--- config.mk ---
export PLATFORM = sky130hd
export DESIGN_NAME = muldiv_sequencer
export DESIGN_NICKNAME = d
export VERILOG_FILES = /design/src/rtl/muldiv_sequencer.sv
export SDC_FILE = /design/constraint.sdc
export NUM_CORES = 2
export LEC_CHECK = 0
export ABC_CLOCK_PERIOD_IN_PS = 7350
export CAP_MARGIN = 20
export CORE_MARGIN = 2
export CORE_UTILIZATION = 35
export DETAILED_ROUTE_END_ITERATION = 7
export GPL_TIMING_DRIVEN = 0
export HOLD_SLACK_MARGIN = 0.15
export SETUP_SLACK_MARGIN = 0.05
export SLEW_MARGIN = 10
export SYNTH_ARGS = -nofsm -noshare
export SYNTH_HDL_FRONTEND = slang
export SYNTH_SLANG_ARGS = --single-unit
--- constraint.sdc ---
create_clock -name clk -period 7.35 [get_ports clk]
set_clock_uncertainty 0.1 [all_clocks]
set_input_delay 1.47 -clock clk [delete_from_list [all_inputs] [get_ports clk]]
set_output_delay 1.47 -clock clk [all_outputs]
set_load 0.05 [all_outputs]
--- src/rtl/muldiv_sequencer.sv ---
// muldiv_sequencer: HI/LO unit with a two-cycle multiplier and a radix-2 restoring divider.
// It also handles MTHI/MTLO and MFHI/MFLO, and stalls EX while a long operation is in flight.
module muldiv_sequencer #(
  parameter int WIDTH     = 32,
  parameter int DIV_ITERS = 32
) (
  input  logic             clk,
  input  logic             resetn,
  input  logic             op_valid,
  input  logic [2:0]       op,
  input  logic [WIDTH-1:0] src_a,
  input  logic [WIDTH-1:0] src_b,
  input  logic             rd_req,
  input  logic             rd_sel,
  input  logic             cancel,
  output logic [WIDTH-1:0] rd_data,
  output logic             stall,
  output logic             busy,
  output logic [WIDTH-1:0] hi,
  output logic [WIDTH-1:0] lo
);
  localparam logic [1:0] S_IDLE = 2'd0, S_MUL = 2'd1, S_DIV = 2'd2;
  localparam int CW = $clog2(DIV_ITERS);
  logic [1:0] st_q, st_d;
  logic [WIDTH-1:0] hi_q, hi_d, lo_q, lo_d, quo_q, quo_d, rem_q, rem_d, dvs_q, dvs_d;
  logic [2*WIDTH-1:0] ma_q, ma_d, mb_q, mb_d, prod;
  logic [CW-1:0] cnt_q, cnt_d;
  logic qneg_q, qneg_d, rneg_q, rneg_d;
  logic sgn, a_neg, b_neg, b_zero, acc, last, take;
  logic [WIDTH-1:0] abs_a, abs_b, rem_n, quo_n;
  logic [WIDTH:0] r_sh, diff;
  always_comb begin
    sgn    = ~op[0];
    a_neg  = sgn & src_a[WIDTH-1];
    b_neg  = sgn & src_b[WIDTH-1];
    b_zero = (src_b == '0);
    abs_a  = a_neg ? -src_a : src_a;
    abs_b  = b_neg ? -src_b : src_b;
    acc    = (st_q == S_IDLE) & op_valid & ~cancel;
    // quo_q doubles as the dividend shift register; quotient bits enter at the bottom
    r_sh   = {rem_q, quo_q[WIDTH-1]};
    diff   = r_sh - {1'b0, dvs_q};
    take   = ~diff[WIDTH];
    rem_n  = take ? diff[WIDTH-1:0] : r_sh[WIDTH-1:0];
    quo_n  = {quo_q[WIDTH-2:0], take};
    prod   = ma_q * mb_q;
    last   = (cnt_q == CW'(DIV_ITERS - 1));
    st_d   = st_q;
    hi_d   = hi_q;
    lo_d   = lo_q;
    ma_d   = ma_q;
    mb_d   = mb_q;
    quo_d  = quo_q;
    rem_d  = rem_q;
    dvs_d  = dvs_q;
    cnt_d  = cnt_q;
    qneg_d = qneg_q;
    rneg_d = rneg_q;
    if (acc) begin
      case (op)
        3'd0, 3'd1: begin
          st_d = S_MUL;
          ma_d = {{WIDTH{a_neg}}, src_a};
          mb_d = {{WIDTH{b_neg}}, src_b};
        end
        3'd2, 3'd3: begin
          // a zero divisor yields quotient all-ones and remainder = raw dividend
          st_d   = S_DIV;
          quo_d  = b_zero ? src_a : abs_a;
          dvs_d  = abs_b;
          rem_d  = '0;
          cnt_d  = '0;
          qneg_d = ~b_zero & (a_neg ^ b_neg);
          rneg_d = ~b_zero & a_neg;
        end
        3'd4: hi_d = src_a;
        3'd5: lo_d = src_a;
        default: ;
      endcase
    end else if (st_q == S_MUL) begin
      st_d = S_IDLE;
      if (!cancel) {hi_d, lo_d} = prod;
    end else if (st_q == S_DIV) begin
      if (cancel) st_d = S_IDLE;
      else begin
        rem_d = rem_n;
        quo_d = quo_n;
        cnt_d = cnt_q + CW'(1);
        if (last) begin
          st_d = S_IDLE;
          lo_d = qneg_q ? -quo_n : quo_n;
          hi_d = rneg_q ? -rem_n : rem_n;
        end
      end
    end
  end
  always_ff @(posedge clk or negedge resetn) begin
    if (!resetn) begin
      st_q   <= S_IDLE;
      hi_q   <= '0;
      lo_q   <= '0;
      ma_q   <= '0;
      mb_q   <= '0;
      quo_q  <= '0;
      rem_q  <= '0;
      dvs_q  <= '0;
      cnt_q  <= '0;
      qneg_q <= 1'b0;
      rneg_q <= 1'b0;
    end else begin
      st_q   <= st_d;
      hi_q   <= hi_d;
      lo_q   <= lo_d;
      ma_q   <= ma_d;
      mb_q   <= mb_d;
      quo_q  <= quo_d;
      rem_q  <= rem_d;
      dvs_q  <= dvs_d;
      cnt_q  <= cnt_d;
      qneg_q <= qneg_d;
      rneg_q <= rneg_d;
    end
  end
  assign hi      = hi_q;
  assign lo      = lo_q;
  assign busy    = (st_q != S_IDLE);
  assign stall   = busy & (op_valid | rd_req);
  assign rd_data = rd_sel ? hi_q : lo_q;
endmodule
==> impl_results.md <==
- Synth area leader: fa_1
- Die Area: between 150000 and 200000 um^2
- Syn_nets: 7383
- ANT nets after route: 0
- Crit start category: flop
- IO Count: around 170
- Placed cell count: 8131
- Worst Hold Class: reg2reg
- WL/cell: around 28 um
- Post-synthesis sequential area ratio: between 10% and 20%
- Fin worst setup slack: -1.16 ns
- Critical Path End Type: flop
- Reg clk slew, reported paths: around 0.070 ns
- Failing checks: setup timing
- Later-pin clock latency in the skew report: about 0.57 ns
- Share of the synthesized area in the top cell type: 41.9%
- First-pass GRT wire length: 330 mm
- Number of synthesized flops with an enable pin: 0
- Grt total ovfl: 0
- Req. time, crit path: slightly below 8 ns
- Compound-Gate Fraction of Synth Area: 8.25%
- Starting DRT DRC Count: around 4800
- Num rows: ~140
- H-tree depth: 1
- Initial Util: between 30% and 40%
- FF-to-FF Start: ma_q[18]
- CP max stage delay: between 0.6 and 0.7 ns
- Buffers on Ports: ~170
- XOR/XNOR Fraction of Synth Area: ~3.6%
- WL final: about 230 mm
- Die Y: around 400 um
- Worst setup path end: hi[31]
- Largest net degree at the start of global routing: a little over 100
- Most frequent CP cell: fa_1
- CTS tree: yes
- Post-synth top flop: dfrtp_1
- Syn_area_per_cell: ~9.1 um^2
- Core area: approximately 150000 um^2
- Max Freq: between 100 and 150 MHz
- Top-count cell post-synth: inv_1
- Max-cap violations: 0
- Fin crit share: 116%
- Number of global-route vias before repair: ~47000
- Worst Setup SP: ma_q[18]
- Hold Slack: 0.378 ns
- Ranking of synthesized cells by area: fa_1 42%, dfrtp_1 11%, inv_1 8.2%
- Drt pass-1 iters: 8
- Share of cells above drive strength 1: 15.8%
- FF-to-FF End: hi[31]
- Synth Area in Adders: 47.7%
- Fin nets: ~7700
- Total CTS buffers: 27
- Slew headroom: approximately a fifth
- Worst EP arrival: approximately 9 ns
- Slowest-stage cell, CP: fa_2
- Synth-to-Final Area Change: 19.5%
- Final Hold Fails: 0
- Mapped Cells: a little under 6000
- R2r setup slk: -1.16 ns
- Main combinational cell family by area after synthesis: adder cells
- Vias per cell: between 5 and 6
- Die W: 396 um
- R2R depth: 28
- Slew Viols, Final: 0
- Via count: 45400
- Clk sinks: ~240
- FF+latch count, synth: between 200 and 250
- Drc violations: 0
- Final GP Congestion: just over 1
- Outcome: finished with violations
- Top post-synthesis cells by count: 1175 x inv_1, 1126 x fa_1, 781 x nand2_1, 545 x and2_1, 309 x clkbuf_1
- Finish-stage setup viols: between 40 and 50
- Initial antenna violation count: 32
- FFs w/ async S/R, synth: 100%
- RSZ-0062 raised after global routing: yes
- Final std cells w/o fill: approximately 8400
- Minimum clock period: between 8 and 9 ns
- Detailed Place HPWL: 187 mm
- Tot GR Track Use: about 30%
- Worst slew pin tran: ~1.2 ns
- Mux cell area share after synthesis: under 10%
- Setup TNS: -30.05 ns
- Simple-gate area share of the yosys netlist: between 10% and 20%
- CP max FO: 10
- Unique masters post-synth: 84
- WS Path Type: reg2reg
- Synthesized cell area: roughly 54000 um^2
- Root Driver: clkbuf_16
- Clk buf depth: 3
- Number of synthesis warnings: 0
## sequential cells by signal, indices dropped and copies added (netlist names)
name / flops
qneg_q: 1
cnt_q: 5
dvs_q: 32
ma_q: 33
mb_q: 33
lo: 32
hi: 32
rem_q: 32
quo_q: 32
st_q: 2
rneg_q: 1
## layout make-up
type | instances | area (um^2)
Tap cell | 2030 | 2540
Timing Repair Buffer | 340 | 3230
Sequential cell | 235 | 6000
Fill cell | 14900 | 88000
Buffer | 317 | 2900
Antenna cell | 15 | 37.5
Clock buffer | 37 | 773
Clock inverter | 11 | 108
Inverter | 1176 | 4430
Multi-Input combinational cell | 4193 | 44200
## worst min path at each step
| stage | to | cells after the start | slack [ns] | startpoint |
|---|---|---|---|---|
| 3_5_place_dp | dvs_q[29] | 2 | 0.37 | dvs_q[29] |
| 4_1_cts | dvs_q[29] | 2 | 0.38 | dvs_q[29] |
| 2_1_floorplan | dvs_q[10] | 2 | 0.35 | dvs_q[10] |
| 6_report | dvs_q[29] | 2 | 0.38 | dvs_q[29] |
| 3_3_place_gp | dvs_q[29] | 2 | 0.37 | dvs_q[29] |
| 5_1_grt | dvs_q[13] | 2 | 0.41 | dvs_q[13] |
## cells in the final DEF (no fill, tap or decap), types with 98 or more instances in the layout
master / synthesis / routed
xnor2_1: 136 / 114
o21ai_0: 220 / 183
ha_1: 250 / 214
nand2_1: 781 / 767
clkdlybuf4s50_1: 0 / 164
dfrtp_1: 235 / 173
a21oi_1: 173 / 129
inv_1: 1175 / 1117
and2_1: 545 / 525
fa_1: 1126 / 1070
mux2_2: 98 / 98
buf_4: 1 / 151
nor2_1: 162 / 148
## metrics by stage
step           setup slack, ns  util, %  cell area [um^2]
2_1_floorplan           -0.278        -             54000
3_3_place_gp             -5.84     38.2             58200
3_5_place_dp             -2.59     38.3             58300
5_1_grt                  -1.27     42.2             64200
6_report                 -1.16     42.2             64300
4_1_cts                  -1.17     41.3             62900
## routing by layer
metal | track usage, % | share of wire, % | vias to the layer above | wire (um)
met5 | 0 | 0.049 | - | 112
met4 | 15.6 | 6.8 | 12 | 15700
met3 | 7.44 | 10 | 650 | 23700
met2 | 45.1 | 44 | 2490 | 103000
met1 | 37.8 | 38 | 23400 | 88600
li1 | - | - | 18800 | -
## critical path: cells and delay by family (launching register included)
family / cells / cell delay [ns]
AO/OA/AOI/OAI: 8 / 1.47
buffers and inverters: 7 / 0.82
adder cells (fa/ha/maj): 9 / 4.42
flip-flops: 1 / 0.52
multiplexers: 1 / 0.21
AND/OR/NAND/NOR: 3 / 0.82
## cell families after synthesis
logic type	Yosys count
compound gates	707
xor+xnor	217
fa+ha+maj	1376
buf+inv	1506
flops	235
mux	152
simple gates	1741
## timing repair
item                                   4_1_cts  5_1_grt
hold buffers                                 0        0
pin swaps                                  156      170
buffers inserted                           119       51
setup endpoints to repair                   51       49
resized for setup                          793      293
gates cloned                                 2        1
endpoints found under the hold margin        0        0
Power is left out: the tool's default activity adds up to more than one toggle a clock period on the data nets, which glitch-free logic cannot reach.
